==> src/rtl/alu_pkg.sv <==
// alu_pkg: opcodes and FSM state encoding shared by the accumulator/ALU stage
// and the control unit that drives it.
//   ALU_NOP..ALU_LSHIFT : 3-bit alu_op encodings (5..7 reserved, treated as NOP)
//   alu_state_t         : ALU FSM state (ST_IDLE, ST_MUL)
package alu_pkg;

    localparam logic [2:0] ALU_NOP    = 3'd0;
    localparam logic [2:0] ALU_ADD    = 3'd1;
    localparam logic [2:0] ALU_SUB    = 3'd2;
    localparam logic [2:0] ALU_MULT   = 3'd3;
    localparam logic [2:0] ALU_LSHIFT = 3'd4;

    typedef logic [0:0] alu_state_t;

    localparam alu_state_t ST_IDLE = 1'b0;
    localparam alu_state_t ST_MUL  = 1'b1;

endpackage

==> src/rtl/alu_mult_seq.sv <==
// alu_mult_seq: iterative shift-add multiplier, low WIDTH bits of the product.
// Ports:
//   clk, rst_n          clock, synchronous active-low reset
//   start               latch operands and begin (ignored while busy)
//   multiplicand        operand A (AC at issue time)
//   multiplier          operand B (R at issue time)
//   abort               cancel an in-flight multiply
//   product             final product; valid while done is high
//   busy                iteration in progress
//   done                high during the last iteration: the coming edge
//                       completes the multiply and product holds the result
module alu_mult_seq #(
    parameter int unsigned WIDTH       = 16,
    parameter int unsigned MULT_CYCLES = WIDTH
) (
    input  logic             clk,
    input  logic             rst_n,
    input  logic             start,
    input  logic [WIDTH-1:0] multiplicand,
    input  logic [WIDTH-1:0] multiplier,
    input  logic             abort,
    output logic [WIDTH-1:0] product,
    output logic             busy,
    output logic             done
);

    localparam int unsigned CW = (MULT_CYCLES > 1) ? $clog2(MULT_CYCLES) : 1;

    logic [WIDTH-1:0] mcand_q;
    logic [WIDTH-1:0] mplier_q;
    logic [WIDTH-1:0] partial_q;
    logic [WIDTH-1:0] partial_nxt;
    logic [CW-1:0]    cnt_q;
    logic             busy_q;
    logic             last;

    always_comb begin
        partial_nxt = partial_q;
        if (mplier_q[0]) begin
            partial_nxt = partial_q + mcand_q;
        end
    end

    // The final iteration's partial sum is handed out combinationally so the
    // caller can write it on the same edge that ends the iteration count.
    assign last    = (cnt_q == CW'(MULT_CYCLES - 1));
    assign product = partial_nxt;
    assign busy    = busy_q;
    assign done    = busy_q && last && !abort;

    always_ff @(posedge clk) begin
        if (!rst_n) begin
            mcand_q   <= '0;
            mplier_q  <= '0;
            partial_q <= '0;
            cnt_q     <= '0;
            busy_q    <= 1'b0;
        end else if (abort) begin
            cnt_q  <= '0;
            busy_q <= 1'b0;
        end else if (busy_q) begin
            partial_q <= partial_nxt;
            mcand_q   <= {mcand_q[WIDTH-2:0], 1'b0};
            mplier_q  <= {1'b0, mplier_q[WIDTH-1:1]};
            cnt_q     <= last ? '0 : cnt_q + CW'(1);
            if (last) begin
                busy_q <= 1'b0;
            end
        end else if (start) begin
            mcand_q   <= multiplicand;
            mplier_q  <= multiplier;
            partial_q <= '0;
            cnt_q     <= '0;
            busy_q    <= 1'b1;
        end
    end

endmodule

==> src/rtl/alu_unit.sv <==
// alu_unit: accumulator (AC) and ALU stage driven by the control unit.
// Optional feature macro: ALU_MULT_EN (iterative MULT; without it MULT is a
// NOP and busy/done are tied low).
// Ports:
//   clk, rst_n   clock, synchronous active-low reset
//   alu_op       NOP/ADD/SUB/MULT/LSHIFT (5..7 = NOP)
//   r_in         operand B (R register)
//   bus_in       shared bus, loaded into AC on ac_we
//   ac_we        AC <= bus_in
//   ac_inc       AC <= AC + 1
//   ac_clr       AC <= 0, also aborts a multiply
//   ac_out       AC register
//   z            registered AC == 0 flag
//   busy         multiply in progress
//   done         one-cycle pulse in the cycle the multiply result appears
module alu_unit
    import alu_pkg::*;
#(
    parameter int unsigned WIDTH       = 16,
    parameter int unsigned MULT_CYCLES = WIDTH
) (
    input  logic             clk,
    input  logic             rst_n,
    input  logic [2:0]       alu_op,
    input  logic [WIDTH-1:0] r_in,
    input  logic [WIDTH-1:0] bus_in,
    input  logic             ac_we,
    input  logic             ac_inc,
    input  logic             ac_clr,
    output logic [WIDTH-1:0] ac_out,
    output logic             z,
    output logic             busy,
    output logic             done
);

    if (MULT_CYCLES != WIDTH) begin : g_cfg_check
        $error("alu_unit: MULT_CYCLES must equal WIDTH");
    end

    logic [WIDTH-1:0] ac_q;
    logic [WIDTH-1:0] ac_nxt;
    logic             ac_wr;
    logic             z_q;

`ifdef ALU_MULT_EN
    alu_state_t       state_q;
    logic             mult_start;
    logic             seq_busy;
    logic             seq_done;
    logic [WIDTH-1:0] seq_product;
    logic             done_q;

    alu_mult_seq #(
        .WIDTH       (WIDTH),
        .MULT_CYCLES (MULT_CYCLES)
    ) u_mult (
        .clk          (clk),
        .rst_n        (rst_n),
        .start        (mult_start),
        .multiplicand (ac_q),
        .multiplier   (r_in),
        .abort        (ac_clr && (state_q == ST_MUL)),
        .product      (seq_product),
        .busy         (seq_busy),
        .done         (seq_done)
    );
`endif

    always_comb begin
        ac_wr  = 1'b0;
        ac_nxt = ac_q;
`ifdef ALU_MULT_EN
        mult_start = 1'b0;
        // While multiplying only ac_clr is honoured; all else is stalled.
        if (state_q == ST_MUL) begin
            if (ac_clr) begin
                ac_wr  = 1'b1;
                ac_nxt = '0;
            end else if (seq_done) begin
                ac_wr  = 1'b1;
                ac_nxt = seq_product;
            end
        end else begin
`else
        begin
`endif
            if (ac_clr) begin
                ac_wr  = 1'b1;
                ac_nxt = '0;
            end else if (ac_we) begin
                ac_wr  = 1'b1;
                ac_nxt = bus_in;
            end else if (ac_inc) begin
                ac_wr  = 1'b1;
                ac_nxt = ac_q + WIDTH'(1);
            end else begin
                case (alu_op)
                    ALU_ADD: begin
                        ac_wr  = 1'b1;
                        ac_nxt = ac_q + r_in;
                    end
                    ALU_SUB: begin
                        ac_wr  = 1'b1;
                        ac_nxt = ac_q - r_in;
                    end
                    ALU_LSHIFT: begin
                        ac_wr  = 1'b1;
                        ac_nxt = {ac_q[WIDTH-2:0], 1'b0};
                    end
`ifdef ALU_MULT_EN
                    ALU_MULT: mult_start = 1'b1;
`endif
                    default: ;
                endcase
            end
        end
    end

    always_ff @(posedge clk) begin
        if (!rst_n) begin
            ac_q <= '0;
            z_q  <= 1'b1;
        end else if (ac_wr) begin
            ac_q <= ac_nxt;
            z_q  <= (ac_nxt == '0);
        end
    end

`ifdef ALU_MULT_EN
    always_ff @(posedge clk) begin
        if (!rst_n) begin
            state_q <= ST_IDLE;
            done_q  <= 1'b0;
        end else begin
            done_q <= (state_q == ST_MUL) && seq_done && !ac_clr;
            if (state_q == ST_IDLE) begin
                if (mult_start) begin
                    state_q <= ST_MUL;
                end
            end else if (ac_clr || seq_done) begin
                state_q <= ST_IDLE;
            end
        end
    end

    assign busy = seq_busy;
    assign done = done_q;
`else
    assign busy = 1'b0;
    assign done = 1'b0;
`endif

    assign ac_out = ac_q;
    assign z      = z_q;

endmodule

==> config.mk <==
export PLATFORM = sky130hd
export DESIGN_NAME = alu_unit
export DESIGN_NICKNAME = d
export VERILOG_FILES = /design/src/rtl/alu_pkg.sv /design/src/rtl/alu_mult_seq.sv /design/src/rtl/alu_unit.sv
export SDC_FILE = /design/constraint.sdc
export NUM_CORES = 1
export LEC_CHECK = 0
export ABC_CLOCK_PERIOD_IN_PS = 4400
export BUFFER_PORTS_ARGS = -buffer_cell sky130_fd_sc_hd__buf_2
export CAP_MARGIN = 10
export CORE_MARGIN = 2
export CORE_UTILIZATION = 57
export CTS_CLUSTER_DIAMETER = 200
export CTS_CLUSTER_SIZE = 20
export DETAILED_ROUTE_END_ITERATION = 16
export GPL_TIMING_DRIVEN = 0
export PLACE_DENSITY = 0.83
export SKIP_CTS_REPAIR_TIMING = 1
export SYNTH_ARGS = -nofsm -noshare
export SYNTH_HDL_FRONTEND = slang
export SYNTH_SLANG_ARGS = --single-unit
==> constraint.sdc <==
create_clock -name clk -period 4.4 [get_ports clk]
set_input_delay 0 -clock clk [delete_from_list [all_inputs] [get_ports clk]]
set_output_delay 0 -clock clk [all_outputs]
set_load 0.005 [all_outputs]
==> metrics.txt, run 1 <==
syn avg cell area 7.19 sq um; # nets final 509; crit-path max cell delay 780 ps; DRC 0; DIE HEIGHT 74.4 microns; Die X 74.4 microns; warnings from Yosys 0; Worst setup SP type input pin; RSZ-0062 raised after global routing no; Clock Skew 1.35 ps; post-synthesis sequential area ratio 12.1%; cell count after synthesis 393; DR pass1 iterations 10; WL/cell 18.6 microns; CTS Sinks 17; placed inst area 3170 sq um; Post-synth EDFFs 0; WP data arrival 4180 ps; Max clock buf depth 2; HPWL Detailed 7460 microns; cell family with most CP delay simple AND/OR/NAND/NOR gates; area grow syn2layout 14.0%; CTS tree done; slowest CP cell nor3b_1; layout cells sized above 1 18.0%; fmax 250 MHz; Initial DRC Count 515; grt ovf 0; Mapped Area 2820 sq um; prevailing post-synth register cell dfxtp_1; via count of the first global-routing pass 3183; routed wire length 9630 microns; Post-DRT Antenna Nets 0; Peak VDD IR 0.123 mV; final setup vio count 0; Worst Max-Slew Pin Slew 944 ps; commonest non-fill, non-tap cell in the layout buf_2; worst min path class in -> reg; Final Util 67.7%; asr flop ratio synth 0%; port bufs 52; final setup TNS 0 ps; fin crit period 4010 ps; crit path cell chain buf_4 > nor3b_1 > clkbuf_1 > a21oi_1 > xnor2_1 > ha_1 > nor2_1 > or3b_2 > and3_1 > o41ai_1 > o2111ai_1 > nor4_2 > nand4_1 > o41ai_2; first-pass GRT wire length 15500 microns; Max Transition Viols Final 0; DR vias 3544; root buffer cell clkbuf_8; critical path required time 4570 ps; core footprint 4750 sq um; Hold Vio Cnt, Final 0; CTS buffer count 3; vias per cell 6.85; I/O Pins 59; slew margin rel. 36.2%; Core Rows 25; status finished clean; Synth cell types 77; Leak 1.30 nW; H-tree levels 1; FF+latch count, synth 17; antenna cells 0; antenna violations before repair 0; Pwr per Cell Area 193 nW/um^2; DIE AREA 5530 sq um; Initial Util 59.4%; CP Capture Type flip-flop; CP Class in -> reg; Worst-Skew Late Latency 260 ps; most frequent cells in the layout 54 x buf_2, 34 x nor2_1, 26 x a21oi_1; largest net degree at the start of global routing 11; Final Cycle Share 91.1%; clock-pin slew on the worst setup and hold paths 70 ps; Final Cell Area 3220 sq um; Tot GR Track Use 35.9%; Placer Congestion 0.997; max cap viols 0; Buf/Inv on CP 2; worst-path maximum fanout 10
per-stage QoR:
| step | hold WS [ps] | cells | worst slack (ps) | power (mW) |
|---|---|---|---|---|
| floorplan | 118 | 394 | 1160 | 0.393 |
| global placement | 267 | 513 | 323 | 0.479 |
| detailed placement | 273 | 513 | 292 | 0.488 |
| CTS | 12.1 | 517 | 534 | 0.608 |
| global route | 15.8 | 517 | 146 | 0.656 |
| finish | 12.3 | 517 | 393 | 0.622 |
cell families after synthesis:
| group | synth area share (%) |
|---|---|
| adders and majority gates | 8.24 |
| xor gates and xnor gates | 7.75 |
| buffers and inverters | 6.60 |
| muxes | 1.15 |
| other | 0.133 |
| AOI/OAI and AO/OA | 32.9 |
| DFF | 12.1 |
| and+or+nand+nor | 31.2 |
worst min-delay path, cell delays in order:
cell     delay (ps)
buf_2            80
a32oi_1          60
nor2_1           90
flip-flops by register name (all words and copies together) (netlist names):
register and count:
ac_out 16, z 1
worst paths after layout:
path	startpoint	endpoint	slack, ps	cells after the start
max	alu_op[1]	z	390	14
min	bus_in[1]	ac_out[1]	10	3
max reg2reg	ac_out[0]	z	1040	11
min reg2reg	z	z	480	2
area by class of cell:
| type | count | area (sq um) |
|---|---|---|
| Clock inverter | 1 | 5.00 |
| Multi-Input combinational cell | 335 | 2300 |
| Buffer | 20 | 104 |
| Timing Repair Buffer | 52 | 260 |
| Fill cell | 451 | 1540 |
| Clock buffer | 3 | 41.3 |
| Tap cell | 67 | 83.8 |
| Sequential cell | 17 | 340 |
| Inverter | 22 | 82.6 |
metal layers:
layer / GRT usage (%) / up-vias / share of wire (%)
met5: 0 / - / 0
li1: - / 1632 / -
met2: 57.6 / 270 / 45
met4: 10.1 / 0 / 3.2
met3: 7.45 / 50 / 13
met1: 48.7 / 1592 / 39
power by group:
group          internal [mW]  leakage [nW]  switching (mW)
clock                 0.0631        0.0255          0.0623
sequential             0.162         0.139          0.0183
combinational          0.128          1.13           0.188
synthesized netlist by cell type, types with 3 or more instances:
cell type | n | area (sq um)
a211oi_1 | 5 | 37.5
o21a_1 | 3 | 22.5
nor2_1 | 34 | 128
inv_1 | 20 | 75.1
xor2_1 | 5 | 43.8
clkbuf_1 | 13 | 48.8
o2111ai_1 | 5 | 43.8
a31oi_1 | 13 | 81.3
buf_4 | 3 | 22.5
dfxtp_1 | 17 | 340
o221ai_1 | 7 | 61.3
a31o_2 | 3 | 26.3
ha_1 | 17 | 213
nand4_1 | 7 | 43.8
o211ai_1 | 3 | 22.5
nor3_1 | 16 | 80.1
nor4_1 | 6 | 37.5
and2_1 | 9 | 56.3
o31ai_1 | 5 | 37.5
a21oi_1 | 26 | 130
nor3b_1 | 5 | 37.5
xnor2_1 | 20 | 175
a311oi_1 | 4 | 35.0
o21ai_0 | 16 | 80.1
or2_2 | 3 | 18.8
or3_1 | 4 | 25.0
a32oi_1 | 4 | 35.0
nand2b_1 | 7 | 43.8
nor2b_1 | 5 | 31.3
and3_1 | 8 | 50.1
nand3_1 | 17 | 85.1
a22oi_1 | 3 | 22.5
and4_1 | 3 | 26.3
nand2_1 | 20 | 75.1
Power figures use the tool's default switching activity.
==> run 2: changes to the inputs <==
CORE_MARGIN = 4   (was 2)
==> run 2 against run 1 <==
Via count down 0.87%. Maximum frequency grew 0.97%. Register-to-register slack worse by 20 ps. Sequential share of layout area stayed put. Flip-flop and latch count stayed put. Clock skew increased by 3.1 ps. Largest power group unchanged. Highest routed layer unchanged.
==> metrics.txt, run 2 (synthesis gave the netlist of run 1 again) <==
status finished clean; WL/cell 19.1 microns; clock share of power 20.4%; Pwr per Cell Area 194 nW/um^2; placed inst area 3170 sq um; Fillers 465; Reg2Reg Setup Slack 1020 ps; largest net degree at the start of global routing 11; Leak 1.30 nW; vias per cell 6.79; Pint 0.354 mW; Core Rows 25; layout cells sized above 1 18.0%; Final Util 67.7%; Post-DRT Antenna Nets 0; root buffer cell clkbuf_8; DIE HEIGHT 78.4 microns; CTS tree done; CTS buffer count 3; Sequential Power Share 29.0%; Largest register FFs 16; fin crit period 3970 ps; Comb pwr share 50.6%; CP Class in -> reg; antenna violations before repair 0; DRC 0; Worst setup SP type input pin; commonest non-fill, non-tap cell in the layout buf_2; Worst-Skew Late Latency 270 ps; clock-pin slew on the worst setup and hold paths 70 ps; DIE AREA 6140 sq um; core footprint 4750 sq um; Final Cycle Share 90.2%; worst min path class in -> reg; port bufs 52; switching portion of total power 43.3%; final setup vio count 0; I/O Pins 59; via count of the first global-routing pass 3142; CP Capture Type flip-flop; antenna cells 0; # nets final 509; grt ovf 0; Clock Skew 4.47 ps; routed wire length 9900 microns; Tot GR Track Use 32.2%; RSZ-0062 raised after global routing no; HPWL Detailed 7800 microns; max cap viols 0; Initial DRC Count 450; WP data arrival 4140 ps; sw power 0.270 mW; Worst Max-Slew Pin Slew 884 ps; Place WS 259 ps; DR vias 3513; Peak VDD IR 0.107 mV; register area 340 sq um; Max Transition Viols Final 0; final setup TNS 0 ps; slew margin rel. 40.2%; worst-path maximum fanout 10; H-tree levels 1; post-route setup slack 432 ps; DR pass1 iterations 5; Placer Congestion 0.991; Multi-input gate area 2300 sq um; CTS Sinks 17; Max clock buf depth 2; Initial Util 59.4%; fmax 252 MHz; first-pass GRT wire length 15700 microns; Hold Vio Cnt, Final 0; most frequent cells in the layout 54 x buf_2, 34 x nor2_1, 26 x a21oi_1; Die X 78.4 microns; critical path required time 4570 ps; area grow syn2layout 14.0%; Pwr Total 0.623 mW; Final Cell Area 3220 sq um
==> run 2: area by class of cell <==
type,instances,area share (%)
buffer,20,3.23
clock buffer,3,1.28
clock inverter,1,0.156
inverter,22,2.57
multi-input combinational,335,71.5
sequential,17,10.6
tap,67,2.60
timing repair buffer,52,8.09
==> run 2: power by group through the flow <==
stage | sequential [mW] | combinational, mW | clock, mW
after floorplan | 0.178 | 0.216 | 0
after global placement | 0.183 | 0.300 | 0
after detailed placement | 0.183 | 0.306 | 0
after CTS | 0.180 | 0.307 | 0.126
after global routing | 0.182 | 0.344 | 0.132
final | 0.181 | 0.315 | 0.127
==> run 2: through the flow <==
stage | std cells | hold slack (ps)
after global placement | 513 | 264
after global routing | 517 | 31.4
after detailed placement | 513 | 267
final | 517 | 9.27
after CTS | 517 | -2.34
after floorplan | 394 | 118
==> run 2: path summary, 6_finish.rpt <==
kind	from	endpoint	depth (start not counted)
worst max-delay path	alu_op[1]	z	14
worst min register to register	z	z	2
worst min-delay path	bus_in[1]	ac_out[1]	3
worst max register to register	ac_out[0]	z	11
==> run 2: per-layer routing <==
| metal | track usage [%] | vias up | wire length (microns) |
|---|---|---|---|
| met3 | 3.67 | 33 | 1010 |
| met4 | 13.1 | 0 | 383 |
| li1 | - | 1631 | - |
| met2 | 52.9 | 234 | 4510 |
| met5 | 0 | - | 0 |
| met1 | 42.8 | 1615 | 3990 |
==> run 2: worst max-delay path, cell delays in order <==
cell and delay, ps:
buf_4 140, nor3b_1 710, clkbuf_1 410, a21oi_1 110
xnor2_1 170, ha_1 370, nor2_1 80, or3b_2 520
and3_1 170, o41ai_1 490, o2111ai_1 330, nor4_2 230
nand4_1 180, o41ai_2 230
==> run 3: changes to the inputs <==
MAX_ROUTING_LAYER = met4   (was default)
==> run 3 against run 2 <==
Register-to-register slack worse by 50 ps. Cell area unchanged. Sequential power hardly changed. Setup slack got worse by 20 ps. Global-route usage is 0.32 points higher. Count of clock-buffer cells in the layout unchanged. Hold slack gained 2.4 ps.
==> metrics.txt, run 3 (synthesis gave the netlist of run 1 again) <==
status finished clean; Reg2Reg Setup Slack 970 ps; HPWL Detailed 7760 microns; Clock Skew 1.34 ps; Initial DRC Count 378; worst reg2reg endpoint z; layout cells sized above 1 18.0%; Max clock buf depth 2; DRC 0; clock-pin slew on the worst setup and hold paths 70 ps; slowest CP cell nor3b_1; Final Cycle Share 90.6%; Initial Util 59.4%; # nets final 509; antenna cells 0; Pwr Total 0.617 mW; Pwr per Cell Area 192 nW/um^2; H-tree levels 1; Worst Max-Slew Pin Slew 843 ps; crit-path max cell delay 710 ps; Worst-Skew Late Latency 250 ps; crit path cell chain buf_4 > nor3b_1 > clkbuf_1 > a21oi_1 > xnor2_1 > ha_1 > nor2_1 > or3b_2 > and3_1 > o41ai_1 > o2111ai_1 > nor4_2 > nand4_1 > o41ai_2; final setup vio count 0; CP Capture Type flip-flop; Largest register FFs 16; Worst Setup SP alu_op[1]; Hold Vio Cnt, Final 0; commonest non-fill, non-tap cell in the layout buf_2; slew margin rel. 43.7%; Worst R2R Path Depth 11; CTS Sinks 17; DIE HEIGHT 78.4 microns; first-pass GRT wire length 15600 microns; routed wire length 9810 microns; Tot GR Track Use 32.6%; worst min path class in -> reg; worst-path maximum fanout 10; largest net degree at the start of global routing 11; CTS buffer count 3; area grow syn2layout 14.0%; WL/cell 19.0 microns; DR vias 3548; Max Transition Viols Final 0; max cap viols 0; reg2reg start ac_out[0]; grt ovf 0; I/O Pins 59; port bufs 52; Post-DRT Antenna Nets 0; end point of the critical path z; Placer Congestion 1.01; Worst setup SP type input pin; via count of the first global-routing pass 3187; CTS tree done; Peak VDD IR 0.0948 mV; DIE AREA 6140 sq um; DR pass1 iterations 6; Leak 1.30 nW; antenna violations before repair 0; CP Class in -> reg; WP data arrival 4150 ps; root buffer cell clkbuf_8; critical path required time 4560 ps; fin crit period 3990 ps; vias per cell 6.86; Die X 78.4 microns; most frequent cells in the layout 54 x buf_2, 34 x nor2_1, 26 x a21oi_1; Core Rows 25; RSZ-0062 raised after global routing no; core footprint 4750 sq um; final setup TNS 0 ps; fmax 251 MHz
-- run 3: cell counts in the layout (fill, tap and decap cells not counted) --
Identical to the previous run, type by type.
-- run 3: worst min-delay path by stage --
| stage | endpoint | cells past startpoint | start | slack [ps] |
|---|---|---|---|---|
| final | ac_out[1] | 3 | bus_in[1] | 10 |
| after CTS | ac_out[1] | 3 | bus_in[1] | 7 |
| after floorplan | ac_out[8] | 1 | rst_n | 120 |
| after detailed placement | ac_out[1] | 3 | bus_in[1] | 270 |
| after global routing | ac_out[1] | 3 | bus_in[1] | 30 |
| after global placement | ac_out[1] | 3 | bus_in[1] | 260 |
-- run 3: cell type report --
cell class,count,area [sq um]
Buffer,20,104
Inverter,22,82.6
Multi-Input combinational cell,335,2300
Timing Repair Buffer,52,260
Tap cell,67,83.8
Clock inverter,1,5.00
Clock buffer,3,41.3
Fill cell,456,1540
Sequential cell,17,340
-- run 3: where the power goes --
part	internal [mW]	switching, mW	leakage, nW
registers	0.163	0.0184	0.139
clock network	0.0629	0.0577	0.0255
logic	0.128	0.188	1.13
total	0.353	0.264	1.30
-- run 3: critical path: cells and delay by family --
kind	cells	cell delay, ps
xor+xnor	1	160
simple gates	6	1860
compound gates	4	1200
fa+ha+maj	1	370
buf+inv	2	560
-- run 3: metrics by stage --
step                utilization [%]  hold slack (ps)  setup slack (ps)  area, sq um  std cells
finish                         67.7             11.6               412         3220        517
global placement               66.7              264               318         3170        513
floorplan                         -              118              1160         2830        394
global route                   67.7             33.6               157         3220        517
detailed placement             66.7              268               263         3170        513
CTS                            67.7             6.96               506         3220        517
-- run 3: metal layers --
| layer | share of wire, % | vias to the layer above | track usage, % |
|---|---|---|---|
| met1 | 40 | 1623 | 42.4 |
| met3 | 11 | 41 | 3.67 |
| met5 | 0 | - | - |
| met2 | 45 | 254 | 52.4 |
| met4 | 3.4 | 0 | 11.4 |
| li1 | - | 1630 | - |
